**src/rtl/game_timer.sv**
```systemverilog
// game_timer: seconds countdown driven by the upstream 1-cycle tick, with binary and BCD views.
// Latency: a tick/start sampled at edge k is visible on secs/BCD/done right after edge k.
// Backpressure: none; tick_en gates the upstream divider, and ticks outside RUN are dropped.
//
// Ports:
//   clk_i        system clock
//   reset_i      synchronous, active-high reset
//   start_i      1-cycle pulse: (re)load START_SECS and run
//   pause_i      level: hold the count while high
//   tick_i       1-cycle pulse from the upstream countdown
//   tick_en_o    enable for the upstream countdown (high only in RUN)
//   secs_left_o  remaining seconds, binary
//   bcd_tens_o   remaining seconds, tens digit
//   bcd_ones_o   remaining seconds, ones digit
//   running_o    high in RUN
//   expired_o    high in EXPIRED
//   done_o       1-cycle pulse on entry to EXPIRED
module game_timer #(
    parameter int START_SECS = 60
) (
    input  logic       clk_i,
    input  logic       reset_i,
    input  logic       start_i,
    input  logic       pause_i,
    input  logic       tick_i,
    output logic       tick_en_o,
    output logic [6:0] secs_left_o,
    output logic [3:0] bcd_tens_o,
    output logic [3:0] bcd_ones_o,
    output logic       running_o,
    output logic       expired_o,
    output logic       done_o
);

    generate
        if (START_SECS < 1 || START_SECS > 99) begin : g_bad_start
            $error("game_timer: START_SECS must be in 1..99");
        end
    endgenerate

    localparam logic [6:0] START_BIN  = 7'(START_SECS);
    localparam logic [3:0] START_TENS = 4'(START_SECS / 10);
    localparam logic [3:0] START_ONES = 4'(START_SECS % 10);

    typedef enum logic [1:0] {
        IDLE    = 2'd0,
        RUN     = 2'd1,
        PAUSED  = 2'd2,
        EXPIRED = 2'd3
    } state_t;

    state_t     state_q, state_d;
    logic [6:0] secs_q,  secs_d;
    logic [3:0] tens_q,  tens_d;
    logic [3:0] ones_q,  ones_d;
    logic       done_q,  done_d;
    logic       load;

    always_comb begin
        state_d = state_q;
        secs_d  = secs_q;
        tens_d  = tens_q;
        ones_d  = ones_q;
        done_d  = 1'b0;
        load    = 1'b0;

        case (state_q)
            IDLE, EXPIRED: begin
                // pause has no meaning here; only start leaves these states
                if (start_i) begin
                    load    = 1'b1;
                    state_d = RUN;
                end
            end
            RUN: begin
                // start beats pause, pause beats tick (the tick is discarded)
                if (start_i) begin
                    load = 1'b1;
                end else if (pause_i) begin
                    state_d = PAUSED;
                end else if (tick_i) begin
                    if (secs_q > 7'd1) begin
                        secs_d = secs_q - 7'd1;
                        if (ones_q != 4'd0) begin
                            ones_d = ones_q - 4'd1;
                        end else begin
                            ones_d = 4'd9;
                            tens_d = tens_q - 4'd1;
                        end
                    end else begin
                        // last second: clamp at zero rather than wrap
                        secs_d  = 7'd0;
                        tens_d  = 4'd0;
                        ones_d  = 4'd0;
                        state_d = EXPIRED;
                        done_d  = 1'b1;
                    end
                end
            end
            PAUSED: begin
                if (start_i) begin
                    load    = 1'b1;
                    state_d = RUN;
                end else if (!pause_i) begin
                    state_d = RUN;
                end
            end
            default: begin
                state_d = IDLE;
            end
        endcase

        if (load) begin
            secs_d = START_BIN;
            tens_d = START_TENS;
            ones_d = START_ONES;
        end
    end

    always_ff @(posedge clk_i) begin
        if (reset_i) begin
            state_q <= IDLE;
            secs_q  <= 7'd0;
            tens_q  <= 4'd0;
            ones_q  <= 4'd0;
            done_q  <= 1'b0;
        end else begin
            state_q <= state_d;
            secs_q  <= secs_d;
            tens_q  <= tens_d;
            ones_q  <= ones_d;
            done_q  <= done_d;
        end
    end

    // Leaving RUN drops tick_en, which clears the upstream divider; a resumed
    // run therefore waits a full upstream period for its first tick.
    assign tick_en_o   = (state_q == RUN);
    assign running_o   = (state_q == RUN);
    assign expired_o   = (state_q == EXPIRED);
    assign secs_left_o = secs_q;
    assign bcd_tens_o  = tens_q;
    assign bcd_ones_o  = ones_q;
    assign done_o      = done_q;

endmodule
```
**config.mk**
```make
export PLATFORM = sky130hd
export DESIGN_NAME = game_timer
export DESIGN_NICKNAME = d
export VERILOG_FILES = /design/src/rtl/game_timer.sv
export SDC_FILE = /design/constraint.sdc
export NUM_CORES = 1
export LEC_CHECK = 0
export BUFFER_PORTS_ARGS = -buffer_cell sky130_fd_sc_hd__buf_2
export CORE_MARGIN = 2
export CORE_UTILIZATION = 45
export CTS_CLUSTER_DIAMETER = 60
export CTS_CLUSTER_SIZE = 20
export DETAILED_ROUTE_END_ITERATION = 7
export GPL_TIMING_DRIVEN = 0
export MAX_ROUTING_LAYER = met4
export PLACE_DENSITY = 0.68
export SYNTH_ARGS = -nofsm -noshare
export SYNTH_HDL_FRONTEND = slang
export SYNTH_SLANG_ARGS = --single-unit
```
**constraint.sdc**
```tcl
create_clock -name clk_i -period 5.3 [get_ports clk_i]
set_clock_uncertainty 0.2 [all_clocks]
set_input_delay 1.06 -clock clk_i [delete_from_list [all_inputs] [get_ports clk_i]]
set_output_delay 1.06 -clock clk_i [all_outputs]
set_load 0.03 [all_outputs]
```
# == Yosys cells after proc, flatten, opt, wreduce, memory -nomap -nowiden ==
# Cells that the tools add are included.
# totals
elab_cells,66
out_inout_bits,19
inputBits,5
register_bits,18
# op_classes
n_addsub,3
reduce_logical,13
eq_ne,12
bitwise,4
n_mux,26
order_cmp,1
# op_table
operator,count
$mux 6,5
$mux 4,4
$mux 3,5
$reduce_and 5->1,3
$mux 2,7
$ne 3x3->1 const B,4
$reduce_and 4->1,2
$sub 4x1->4 const B,2
$gt 7x1->1 const B,1
$mux 7,1
$sub 7x1->7 const B,1
$ne 2x2->1 const B,3
$pmux 2 s3,1
$reduce_or 5->1,1
$eq 2x2->1 const B,2
$ne 2x1->1 const B,2
$not 1->1,4
$reduce_bool 2->1,2
$reduce_bool 4->1,1
$reduce_or 2->1,2
$reduce_or 4->1,1
$mux 1,3
$eq 2x1->1 const B,1
$logic_not 2->1,1

# == Logic depth before layout (Yosys ltp) ==
# logic_depth
depth_word,8
depth_mapped,7
depth_no_buf,6

# == Least setup slack after synthesis ==
# No wires, ideal clock.
# synth_timing
path_kind,input to register
start,input start_i
end,"register tens_q[3], in the netlist bcd_tens_o[3]"
t_arrival_ps,2433
slack_ps,2593
n_path_buf,1
t_required_ps,5027
setup_time_ps,73
stages,5
cell_sequence,buf_2 or2_2 or4_4 or4_1 o211ai_2
# synth_between
elab_chain_len,3
word_cells_on_any_way,5
cone_classes,2 x mux; 1 x bitwise; 2 x reduce/logical
# synth_rtl
element,line_no,text
start: declaration,23,"input logic start_i,"
$mux 1,"70, 77, 101",
$mux 1,--,
$reduce_or 2->1 (no source line),--,
end signal: assignment,130,tens_q <= tens_d;
end: declaration,54,"logic [3:0] tens_q, tens_d;"
# Several ways; a longest one is shown, not always the timed one. The select of a mux whose other input is x is not followed.
# A chain may end at the register's enable or synchronous reset.

# == Worst setup path after layout ==
# layout_timing
start,register state_q[1]
end,output tick_en_o
# layout_between
elab_chain_len,1
# layout_rtl
element,line_no,text
start: declaration,52,"state_t state_q, state_d;"
start signal: assignment,128,state_q <= state_d;
$eq 2x1->1,138,assign tick_en_o = (state_q == RUN);
end: declaration,26,"output logic tick_en_o,"
# Every way passes these cells.

==> impl_metrics.yaml <==
synth:
  yosys_register_bits: 18
  synth_xor_xnor_area_share_pct: 0
  synth_top_family_by_area: "compound AO/OA/AOI/OAI gates"
  synthSimpleGateAreaFrac_pct: 22.4
  synth_area_leaders: "dfxtp_1 33%, ha_1 9.1%, a21oi_1 5.9%"
  synth_ff_type: "dfxtp_1"
  synth_area_um2: 1100
  synthAdderAreaFrac_pct: 9.13
  synth_largest_area_cell: "dfxtp_1"
  synth_edf_count: 0
  muxShareOfSynthArea_pct: 0.913
  syn_avg_cell_area_um2: 8.12
  synth_nets: 148
  synth_compound_area_share_pct: 25.1
  synth_cells: 135
  synth-async-reset-ratio_pct: 0
  ys_seq_area_share_pct: 32.9
  synth_warnings: 0
  synth_top_area_share_pct: 32.9
  ys_types: 45
sta:
  setup_tns_ps: 0
  timing.fmax_ghz: 0.384
  rsz0062_at_grt: "false"
  final_hold_viol_count: 0
  whs_ps: 284
  worst_pin_slew_ps: 662
  max-slew-margin-rel_pct: 55.5
  fin_crit_ps: 2610
  period_share_pct: 49.2
  final-max-slew-violation-count: 0
  finalSetupViolations: 0
clocking:
  clock_sinks: 18
  path_clk_slew_ps: 110
  cts_resized: 0
  cts_tree: "done"
  holdBufCountCts: 0
  clk_path_buf_depth: 2
  numCtsBuffers: 3
  root_buffer: "clkbuf_4"
  ctsHtreeMaxLevel: 1
  insertion_delay_ps: 300
  post_cts_buffers: 0
detailed_routing:
  drt_iter0_markers: 23
  totalWireLength_um: 2520
  drc: 0
  wl_per_cell_um: 13.3
  vias: 1065
  detail_route.first_pass.iterations: 5
  routed_via_density: 5.63
  ant_nets: 0
worst_setup_path:
  rrSetupSlack_ps: 2880
  start_kind: "flop"
  worstReg2RegEnd: "bcd_tens_o[3]"
  crit_fanout: 8
  cp.required_ps: 4040
  reg2regPathDepth: 7
  r2r_start: "bcd_ones_o[0]"
  worstPathArrival_ps: 1350
  crit_type: "flop to output port"
  crit_path_end: "tick_en_o"
  critPathCaptureType: "output port"
  crit_start: "state_q[1]"
floorplanning:
  die_area_um2: 2850
  start_util_pct: 48.6
  rows: 17
  die_h_um: 53.4
  die_w_um: 53.4
  core_area_um2: 2250
  ioPinCount: 24
hold_path:
  holdCritStartpoint: "bcd_ones_o[1]"
  worst_hold_path_type: "flop to flop"
finish:
  syn2layout_area_growth_pct: 16.6
  nets: 175
  drive_above_1_share_pct: 24.2
  antenna_cells: 0
  fin_area_um2: 1280
global_routing:
  grt_util_met2_pct: 36.0
  gr-usage-met3_pct: 2.54
  grt_max_degree: 11
  busiest_layer: "met2"
  met1_usage_pct: 25.4
  grt_overflow: 0
  antenna_found_initial: 0
  grt_pass1_wl_um: 4310
  grt_usage_pct: 21.4
  first_global_vias: 954
place:
  dpl.hpwl_um: 1860
  io_buffers: 22
  post_dp_cell_area_um2: 1240
  globalplace.congestion: 0.788
job:
  drv_cap: 0
pwr:
  p_per_area_nw_per_um2: 302
  peakVddDrop_mv: 0.187
  total_power_uw: 386
  p_leak_uw: 0.000549
status:
  status: "finished clean"
-- worst max-delay path, cell delays in order (launching register included) --
cell	delay (ps)
dfxtp_1	350
inv_1	80
ha_1	290
buf_4	150
buf_2	180
-- state kept, by name, summed over array words and instances (netlist names) --
register,flops
bcd_tens_o,4
bcd_ones_o,4
secs_left_o,7
done_o,1
state_q,2
-- cell families (layout without fill, tap and decap cells) --
kind of cell	count (synthesis)	in the layout
mux	1	1
flops	18	18
buf+inv	23	49
simple gates	45	45
fa+ha+maj	8	8
compound gates	40	40
-- per-stage QoR --
stage	cells	utilization, %	setup slack (ps)
5_1_grt	189	56.7	2590
3_5_place_dp	185	55.0	2530
4_1_cts	189	56.7	2680
6_report	189	56.7	2690
2_1_floorplan	135	-	2590
3_3_place_gp	185	55.0	2540
-- metal layers --
metal | routed length, um | up-vias
met5 | 0 | -
met4 | 47 | 0
met3 | 95 | 5
met2 | 1180 | 24
met1 | 1200 | 492
li1 | - | 544
-- worst min path at each step --
stage	cells past startpoint	end	slack (ps)
after global routing	2	bcd_ones_o[1]	320
after CTS	2	bcd_ones_o[1]	290
after floorplan	2	state_q[1]	290
after global placement	2	bcd_ones_o[1]	270
final	2	bcd_ones_o[1]	280
after detailed placement	2	bcd_ones_o[1]	280
-- power breakdown --
group | switching, uW | internal [uW] | total, uW | leakage, uW
logic | 88.0 | 51.7 | 140 | 0.000381
registers | 13.0 | 147 | 160 | 0.000148
clock network | 44.3 | 41.9 | 86.2 | 0.0000210
total | 145 | 241 | 386 | 0.000549
-- layout by cell type (no fill, tap or decap), drive strengths merged, types with 3 or more instances in the layout --
master / n
a21oi: 13
a32oi: 3
buf: 27
clkbuf: 8
dfxtp: 18
ha: 8
inv: 14
nand2: 9
nand3: 5
nor2: 11
nor4: 4
o21ai: 4
or4: 3
-- Yosys cell counts, types with 2 or more instances --
master	number
ha_1	8
dfxtp_1	18
o21ai_0	3
o21a_1	2
nand2_1	9
nand4b_1	2
nor3_1	2
a41oi_1	2
or4_1	2
or2_2	2
buf_2	2
a21oi_1	13
buf_4	2
clkbuf_1	3
o21bai_1	2
inv_1	14
nor2_1	11
a31oi_1	2
nand3_1	5
nor4_1	4
a32oi_1	3
-- area by class of cell --
| type | instances | area (um^2) |
|---|---|---|
| fill | 237 | 977 |
| multi-input combinational | 94 | 631 |
| sequential | 18 | 360 |
| timing repair buffer | 22 | 110 |
| buffer | 9 | 52.6 |
| inverter | 14 | 52.6 |
| clock buffer | 4 | 36.3 |
| tap | 28 | 35.0 |
(Power assumes the default switching activity.)
